--- config.mk ---
export PLATFORM = sky130hd
export DESIGN_NAME = sseg_scan_decoder
export DESIGN_NICKNAME = d
export VERILOG_FILES = /design/src/rtl/sseg_scan_decoder.sv
export SDC_FILE = /design/constraint.sdc
export NUM_CORES = 1
export LEC_CHECK = 0
export ABC_CLOCK_PERIOD_IN_PS = 3500
export BUFFER_PORTS_ARGS = -buffer_cell sky130_fd_sc_hd__buf_2
export CORE_MARGIN = 4
export CORE_UTILIZATION = 65
export CTS_BUF_LIST = sky130_fd_sc_hd__clkbuf_4
export CTS_CLUSTER_DIAMETER = 30
export DETAILED_ROUTE_END_ITERATION = 8
export GPL_ROUTABILITY_DRIVEN = 0
export PLACE_DENSITY_LB_ADDON = 0.25
export SYNTH_ARGS = -nofsm -noshare
export SYNTH_HDL_FRONTEND = slang
export SYNTH_SLANG_ARGS = --single-unit
export TNS_END_PERCENT = 10
--- constraint.sdc ---
create_clock -name clk -period 3.5 [get_ports clk]
set_input_delay 0.175 -clock clk [delete_from_list [all_inputs] [get_ports clk]]
set_output_delay 0.175 -clock clk [all_outputs]
set_load 0.01 [all_outputs]
--- src/rtl/sseg_scan_decoder.sv ---
// Receive-side decoder for a multiplexed active-low seven-segment bus (an/sseg).
// Define SSEG_SCAN_ORDER_EN to add the scan_err digit-order checker.
module sseg_scan_decoder #(
    parameter int SETTLE_CYCLES  = 16,
    parameter int TIMEOUT_CYCLES = 1000000
) (
    input  logic       clk,
    input  logic       reset_n,
    input  logic [3:0] an,
    input  logic [6:0] sseg,
    output logic [3:0] hex3,
    output logic [3:0] hex2,
    output logic [3:0] hex1,
    output logic [3:0] hex0,
    output logic [3:0] blank,
    output logic [3:0] err,
    output logic       frame_tick,
    output logic       frame_valid,
`ifdef SSEG_SCAN_ORDER_EN
    output logic       scan_err,
`endif
    output logic [1:0] o_dbg_state,
    output logic [3:0] o_dbg_seen
);

    localparam int              TO_W        = $clog2(TIMEOUT_CYCLES + 1);
    localparam logic [7:0]      SETTLE_LAST = 8'(SETTLE_CYCLES - 1);
    localparam logic [TO_W-1:0] TO_LAST     = TO_W'(TIMEOUT_CYCLES - 1);
    localparam logic [TO_W-1:0] TO_MAX      = TO_W'(TIMEOUT_CYCLES);

    typedef enum logic [1:0] {
        S_WAIT   = 2'd0,
        S_SETTLE = 2'd1,
        S_HELD   = 2'd2
    } state_t;

    logic [3:0]       r_an_m, r_an_s, r_an_p;
    logic [6:0]       r_sseg_m, r_sseg_s, r_sseg_p;
    state_t           r_state, w_state_nxt;
    logic [7:0]       r_settle_cnt, w_cnt_nxt;
    logic [3:0][3:0]  r_hex;
    logic [3:0]       r_blank, r_err, r_seen;
    logic             r_frame_tick, r_frame_valid;
    logic [TO_W-1:0]  r_to_cnt;

    logic             w_legal, w_change, w_capture, w_timeout;
    logic [1:0]       w_idx;
    logic [3:0]       w_onehot;
    logic [3:0]       w_dec_val;
    logic             w_dec_hit, w_dec_blank;

    // Two-stage synchroniser plus a compare stage holding the previous sample.
    always_ff @(posedge clk or negedge reset_n) begin
        if (!reset_n) begin
            r_an_m   <= 4'hF;
            r_an_s   <= 4'hF;
            r_an_p   <= 4'hF;
            r_sseg_m <= 7'h7F;
            r_sseg_s <= 7'h7F;
            r_sseg_p <= 7'h7F;
        end else begin
            r_an_m   <= an;
            r_an_s   <= r_an_m;
            r_an_p   <= r_an_s;
            r_sseg_m <= sseg;
            r_sseg_s <= r_sseg_m;
            r_sseg_p <= r_sseg_s;
        end
    end

    always_comb begin
        w_legal = 1'b1;
        w_idx   = 2'd0;
        case (r_an_s)
            4'b1110: w_idx = 2'd0;
            4'b1101: w_idx = 2'd1;
            4'b1011: w_idx = 2'd2;
            4'b0111: w_idx = 2'd3;
            default: w_legal = 1'b0;
        endcase
    end

    assign w_change = (r_an_s != r_an_p) || (r_sseg_s != r_sseg_p);
    assign w_onehot = 4'b0001 << w_idx;

    always_comb begin
        w_dec_val = 4'h0;
        w_dec_hit = 1'b1;
        case (r_sseg_s)
            7'b1000000: w_dec_val = 4'h0;
            7'b1111001: w_dec_val = 4'h1;
            7'b0100100: w_dec_val = 4'h2;
            7'b0110000: w_dec_val = 4'h3;
            7'b0011001: w_dec_val = 4'h4;
            7'b0010010: w_dec_val = 4'h5;
            7'b0000010: w_dec_val = 4'h6;
            7'b1111000: w_dec_val = 4'h7;
            7'b0000000: w_dec_val = 4'h8;
            7'b0010000: w_dec_val = 4'h9;
            7'b0001000: w_dec_val = 4'hA;
            7'b0000011: w_dec_val = 4'hB;
            7'b1000110: w_dec_val = 4'hC;
            7'b0100001: w_dec_val = 4'hD;
            7'b0000110: w_dec_val = 4'hE;
            7'b0001110: w_dec_val = 4'hF;
            default:    w_dec_hit = 1'b0;
        endcase
    end

    assign w_dec_blank = (r_sseg_s == 7'h7F);

    always_comb begin
        w_state_nxt = r_state;
        w_cnt_nxt   = r_settle_cnt;
        w_capture   = 1'b0;
        case (r_state)
            S_WAIT: begin
                if (w_legal) begin
                    w_state_nxt = S_SETTLE;
                    w_cnt_nxt   = 8'd0;
                end
            end
            S_SETTLE: begin
                if (w_change) begin
                    w_cnt_nxt   = 8'd0;
                    w_state_nxt = w_legal ? S_SETTLE : S_WAIT;
                end else if (r_settle_cnt == SETTLE_LAST) begin
                    w_capture   = 1'b1;
                    w_cnt_nxt   = 8'd0;
                    w_state_nxt = S_HELD;
                end else begin
                    w_cnt_nxt   = r_settle_cnt + 8'd1;
                end
            end
            S_HELD: begin
                if (w_change) begin
                    w_cnt_nxt   = 8'd0;
                    w_state_nxt = w_legal ? S_SETTLE : S_WAIT;
                end
            end
            default: begin
                w_state_nxt = S_WAIT;
                w_cnt_nxt   = 8'd0;
            end
        endcase
    end

    always_ff @(posedge clk or negedge reset_n) begin
        if (!reset_n) begin
            r_state      <= S_WAIT;
            r_settle_cnt <= 8'd0;
        end else begin
            r_state      <= w_state_nxt;
            r_settle_cnt <= w_cnt_nxt;
        end
    end

    // Unknown patterns keep the old value so a corrupt glyph never overwrites good data.
    always_ff @(posedge clk or negedge reset_n) begin
        if (!reset_n) begin
            r_hex   <= '0;
            r_blank <= 4'hF;
            r_err   <= 4'h0;
        end else if (w_capture) begin
            if (w_dec_hit) begin
                r_hex[w_idx]   <= w_dec_val;
                r_blank[w_idx] <= 1'b0;
                r_err[w_idx]   <= 1'b0;
            end else if (w_dec_blank) begin
                r_hex[w_idx]   <= 4'h0;
                r_blank[w_idx] <= 1'b1;
                r_err[w_idx]   <= 1'b0;
            end else begin
                r_blank[w_idx] <= 1'b0;
                r_err[w_idx]   <= 1'b1;
            end
        end
    end

    assign w_timeout = (r_to_cnt >= TO_LAST);

    always_ff @(posedge clk or negedge reset_n) begin
        if (!reset_n) begin
            r_seen        <= 4'h0;
            r_frame_tick  <= 1'b0;
            r_frame_valid <= 1'b0;
            r_to_cnt      <= '0;
        end else begin
            r_frame_tick <= 1'b0;
            if (r_seen == 4'hF) begin
                r_frame_tick  <= 1'b1;
                r_frame_valid <= 1'b1;
                r_seen        <= w_capture ? w_onehot : 4'h0;
            end else if (w_capture) begin
                r_seen <= r_seen | w_onehot;
            end else if (w_timeout) begin
                r_seen        <= 4'h0;
                r_frame_valid <= 1'b0;
            end
            if (w_capture) begin
                r_to_cnt <= '0;
            end else if (r_to_cnt != TO_MAX) begin
                r_to_cnt <= r_to_cnt + 1'b1;
            end
        end
    end

`ifdef SSEG_SCAN_ORDER_EN
    logic [1:0] r_last_idx;
    logic       r_scan_err;

    always_ff @(posedge clk or negedge reset_n) begin
        if (!reset_n) begin
            r_last_idx <= 2'd3;
            r_scan_err <= 1'b0;
        end else begin
            r_scan_err <= w_capture && (w_idx != (r_last_idx + 2'd1));
            if (w_capture) begin
                r_last_idx <= w_idx;
            end
        end
    end

    assign scan_err = r_scan_err;
`endif

    assign hex0        = r_hex[0];
    assign hex1        = r_hex[1];
    assign hex2        = r_hex[2];
    assign hex3        = r_hex[3];
    assign blank       = r_blank;
    assign err         = r_err;
    assign frame_tick  = r_frame_tick;
    assign frame_valid = r_frame_valid;
    assign o_dbg_state = r_state;
    assign o_dbg_seen  = r_seen;

endmodule

==> metrics.txt, run 1 <==
synthesized flop and latch total=93; Worst Setup Start Kind=flop; total gr overflow=0; commonest non-fill, non-tap cell in the layout=dfrtp_1; antenna-violating nets left=0; total die area=8055 um^2; hpwl dp=5474 um; fin crit period=2664 ps; Yosys top cell by area=dfrtp_1; most frequent cells in the layout=dfrtp_1, buf_2, dfstp_2; Pwr Density=380.2 nW/um^2; Worst-path clk slew=140 ps; register area share after synthesis=54.64%; CTS tree=yes; Core Footprint=6422 um^2; CP max FO=18; worst endpoint required time=3800 ps; type of the worst setup path=reg -> reg; Leakage Power=2.118 nW; Vias=3097; maximum VDD drop=0.3070 mV; clock skew=21.22 ps; count of input and output buffers=44; DR vias/cell=5.933; Slew HR=33.45%; syn_area_per_cell=11.23 um^2; Hold Crit Class=in -> reg; global-route usage over all layers=21.38%; Syn Nets=403; share of cells above drive strength 1=27.42%; cell area after layout=4828 um^2; synth top area cells=dfrtp_1, dfstp_2, xnor2_1; Worst Max-Slew Pin Slew=998.3 ps; Post-Syn Area=4344 um^2; Die Span X=89.75 um; area grow syn2layout=11.15%; number of flops mapped to enable cells by yosys=0; RSZ-0062 raised after global routing=false; final wirelength=8116 um; Syn. warnings=0; DRT iter0 DRCs=131; # resized after CTS=0; CTS Root Cell=clkbuf_4; Final nets=456; prevailing post-synth register cell=dfrtp_1; Synth top area share=32.26%; initial antenna violation count=0; I/O pins=45; number of global-route vias before repair=2912; Final Hold Viols=0; Crit. End Element=flop; Clock Tree Buf Depth=2; Final Max Slew Viols=0; Skew-Pair Late Insertion Delay=450 ps; cts-stage hold buffer count=12; Peak Freq=0.3753 GHz; fin crit share=76.12%; htree depth=3; placed inst area=4566 um^2; Fin Setup TNS=0 ps; cells after synthesis=387; CP arrival=2970 ps; CTS buffer count=9; status=completed; Diodes inserted=0; Setup Fix Bufs, Post-CTS=0; Pre-antenna DRT Iters=4; # DRC=0; largest net degree at the start of global routing=85; # rows=29; final setup fails=0; Yosys cell types=61; TritonCTS Sinks=93; Die Ht=89.75 um; Max-Cap Viols=0; first-pass GRT wire length=14070 um; Initial Util=67.64%; async set-reset flop share out of synthesis=100.0%; wire per inst=15.55 um
cells in the mapped netlist, drive strengths merged (3+ instances only):
cell and instances:
a21oi 9, a311oi 4, a31oi 3, and3 7, and4 5, buf 11, clkbuf 6, dfrtp 56
dfstp 37, ha 3, inv 30, mux2 8, nand2 21, nand2b 3, nand3 21, nand4 7
nor2 27, nor2b 3, nor3 17, nor3b 3, nor4 7, nor4b 3, o21ai 9, o221ai 4
o22ai 17, or2 3, xnor2 20, xor2 11
flip-flops by register name, summed over array words and instances, names as in the netlist, named ones only:
name and cells:
frame_tick 1, frame_valid 1, hex0 4, hex1 4, hex2 4, hex3 4, o_dbg_seen 4, o_dbg_state 2
r_an_m 4, r_an_p 4, r_an_s 4, r_settle_cnt 8, r_sseg_m 7, r_sseg_p 7, r_sseg_s 7, r_to_cnt 20
per-layer routing:
| metal | GRT usage, % | part of all wire (%) | routed length [um] |
|---|---|---|---|
| met1 | 31.36 | 46 | 3770 |
| met2 | 31.45 | 46 | 3749 |
| met3 | 4.674 | 5.7 | 460 |
| met4 | 8.046 | 1.7 | 135 |
| met5 | 0 | 0 | 0 |
worst paths after layout:
path / start / to / slack (ps) / cells after the start
max reg2reg: r_sseg_s[1]$_DFF_PN1_ / hex1[3]$_DFFE_PN0P_ / 840 / 5
max in group asynchronous: reset_n / async pin / 2260 / 3
min in group asynchronous: reset_n / r_settle_cnt[1]$_DFFE_PN0P_ / 420 / 2
min: sseg[5] / r_sseg_m[5]$_DFF_PN1_ / 360 / 2
max: r_sseg_s[1]$_DFF_PN1_ / hex1[3]$_DFFE_PN0P_ / 840 / 5
min reg2reg: r_sseg_m[2]$_DFF_PN1_ / r_sseg_s[2]$_DFF_PN1_ / 360 / 0
cells by family after synthesis:
group / share of synthesized area, %
AND/OR/NAND/NOR: 18.61
AO/OA/AOI/OAI: 9.447
adder cells (fa/ha/maj): 1.095
flip-flops: 54.64
multiplexers: 2.650
XOR/XNOR: 8.065
buffers and inverters: 5.501
cell type report:
| type | instances | area, um^2 |
|---|---|---|
| flip-flops and latches | 93 | 2374 |
| multi-input cells | 247 | 1738 |
| fillers | 449 | 1594 |
| repair buffers | 59 | 365.4 |
| inverters | 30 | 112.6 |
| well taps | 77 | 96.34 |
| clock inverters | 7 | 75.07 |
| clock buffers | 9 | 67.56 |
through the flow:
| stage | hold slack (ps) | instances | util (%) | setup WS (ps) | power [mW] |
|---|---|---|---|---|---|
| 6_report | 357.1 | 522 | 75.18 | 835.6 | 1.836 |
| 5_1_grt | 331.0 | 522 | 75.18 | 633.4 | 1.917 |
| 4_1_cts | 332.6 | 522 | 75.18 | 897.9 | 1.852 |
| 3_5_place_dp | 281.2 | 494 | 71.09 | 931.6 | 1.257 |
| 3_3_place_gp | 279.6 | 494 | 71.09 | 1020 | 1.253 |
| 2_1_floorplan | -120.6 | 387 | - | 1185 | 1.219 |
report_power, final:
part           switching [mW]  internal (mW)  total [mW]
sequential             0.0321           1.11        1.14
clock                   0.368          0.220       0.588
combinational          0.0554         0.0482       0.104
worst max-delay path: stages, from the launching register on:
cell and delay [ps]:
dfstp_2 770, or3b_1 390, a2111oi_0 450, nor4_1 210, a311oi_1 550, o22ai_1 160
No activity file was read; power rests on OpenSTA's default activity.
==> run 2, diff against run 1 <==
--- a/config.mk
+++ b/config.mk
@@ -5,10 +5,10 @@
 export SDC_FILE = /design/constraint.sdc
 export NUM_CORES = 1
 export LEC_CHECK = 0
-export ABC_CLOCK_PERIOD_IN_PS = 3500
+export ABC_CLOCK_PERIOD_IN_PS = 2200
 export BUFFER_PORTS_ARGS = -buffer_cell sky130_fd_sc_hd__buf_2
 export CORE_MARGIN = 4
-export CORE_UTILIZATION = 65
+export CORE_UTILIZATION = 55
 export CTS_BUF_LIST = sky130_fd_sc_hd__clkbuf_4
 export CTS_CLUSTER_DIAMETER = 30
 export DETAILED_ROUTE_END_ITERATION = 8
==> constraint.sdc (replaced) <==
create_clock -name clk -period 2.2 [get_ports clk]
set_input_delay 0.11 -clock clk [delete_from_list [all_inputs] [get_ports clk]]
set_output_delay 0.11 -clock clk [all_outputs]
set_load 0.01 [all_outputs]
==> run 2 against run 1 <==
Compared with the run above: the flow now finishes with violations (setup timing); sequential power rose by 58%; global-route usage decreased by 2.0 points; flip-flop and latch count is the same; largest power group unchanged.
==> metrics.txt, run 2 (same netlist as run 1, synthesis figures left out) <==
DR vias/cell=5.396; Fin Setup TNS=-43.28 ps; Top Registers=r_to_cnt x20, r_settle_cnt x8; Worst Setup Start Kind=flop; # DRC=0; Core Footprint=7687 um^2; hpwl dp=6170 um; htree depth=3; Initial Util=56.51%; Pre-antenna DRT Iters=4; Routed met2 length=4230 um; wire per inst=14.70 um; CTS Root Cell=clkbuf_4; # rows=32; Layout Cells excl Fill=598; final setup fails=2; clock skew=21.19 ps; first-pass GRT wire length=14950 um; initial antenna violation count=0; Worst-path clk slew=150 ps; worst endpoint required time=2560 ps; Max Used Layer=met4; total placed cells including tap cells=565; commonest non-fill, non-tap cell in the layout=dfrtp_1; Hold Crit Class=in -> async; Pwr Density=555.5 nW/um^2; Die Ht=96.88 um; RSZ-0062 raised after global routing=true; Die Span X=96.88 um; share of cells above drive strength 1=38.51%; maximum VDD drop=0.3984 mV; total die area=9385 um^2; Worst Max-Slew Pin Slew=515.8 ps; Clock Tree Buf Depth=2; area grow syn2layout=24.74%; Final Hold Viols=0; Final Max Slew Viols=0; Vias=3227; Hold WS=48.10 ps; met1 WL=3982 um; count of input and output buffers=44; largest net degree at the start of global routing=50; status=finished, violations left; Peak Freq=0.4488 GHz; CTS buffer count=9; cell area after layout=5419 um^2; Pwr Total=3.010 mW; failing checks=setup timing; Leakage Power=2.424 nW; Biggest register=r_to_cnt; final wirelength=8788 um; worst setup margin=-28.38 ps; Slew HR=65.32%; max reg flops=20; met3 WL=402 um; DRT iter0 DRCs=183; placed inst area=4962 um^2; Skew-Pair Late Insertion Delay=450 ps; Max-Cap Viols=0; CP max FO=7; Final nets=507; antenna-violating nets left=0; TritonCTS Sinks=93; type of the worst setup path=reg -> reg; CP arrival=2580 ps; CTS tree=yes; total gr overflow=0; global-route usage over all layers=19.39%; number of global-route vias before repair=3198; most frequent cells in the layout=dfrtp_1, buf_4, buf_2; fin crit period=2228 ps; Diodes inserted=0; Crit. End Element=flop; fin crit share=101.3%; I/O pins=45
[run 2: cell types whose count changed in the layout (fill, tap and decap cells not counted), sizes merged]
cell and delta:
buf +51, clkinv -3, inv +2, clkinvlp +1
[run 2: worst paths after layout]
check / from / to / slack, ps / cells after the start
min in group clk: sseg[0] / r_sseg_m[0]$_DFF_PN1_ / 300 / 2
max reg2reg: r_sseg_s[1]$_DFF_PN1_ / flop / -30 / 6
max: r_sseg_s[1]$_DFF_PN1_ / flop / -30 / 6
max in group asynchronous: reset_n / r_an_m[0]$_DFF_PN1_ / 1480 / 3
min reg2reg: r_sseg_m[1]$_DFF_PN1_ / r_sseg_s[1]$_DFF_PN1_ / 360 / 0
min: reset_n / r_settle_cnt[3]$_DFFE_PN0P_ / 50 / 2
[run 2: layout make-up]
type	instances	area, um^2
Multi-Input combinational cell	247	1879
Inverter	30	112.6
Sequential cell	93	2374
Tap cell	102	127.6
Timing Repair Buffer	110	777.0
Fill cell	586	2268
Clock buffer	9	67.56
Clock inverter	7	81.33
[run 2: through the flow]
stage / util (%) / setup WS, ps
after floorplan: - / -72.21
after global placement: 64.55 / -63.80
after detailed placement: 64.55 / -87.96
after CTS: 68.59 / -22.97
after global routing: 70.49 / -69.60
final: 70.49 / -28.38
[run 2: what timing repair did]
action	in CTS	in global routing
endpoints found under the setup margin	22	24
hold buffers	12	0
pin swaps	0	4
resized for setup	9	18
endpoints found under the hold margin	74	0
buffers inserted	0	5
gates cloned	0	0
[run 2: layer usage]
layer / vias to the layer above / GRT usage, %
li1: 1583 / -
met2: 75 / 29.78
met4: 0 / 6.803
met3: 14 / 4.542
met1: 1555 / 27.12
met5: - / 0
[run 2: critical path, stage by stage, from the launching register on]
cell and delay (ps):
dfstp_2 590, buf_12 120, xnor2_4 120, nand4_4 110
or4_4 600, or2_4 310, mux2_4 300
[run 2: report_power, final]
| part | total [mW] | switching [mW] | internal, mW |
|---|---|---|---|
| clock | 0.957 | 0.596 | 0.361 |
| sequential | 1.80 | 0.0334 | 1.77 |
| combinational | 0.251 | 0.129 | 0.123 |
| total | 3.01 | 0.758 | 2.25 |
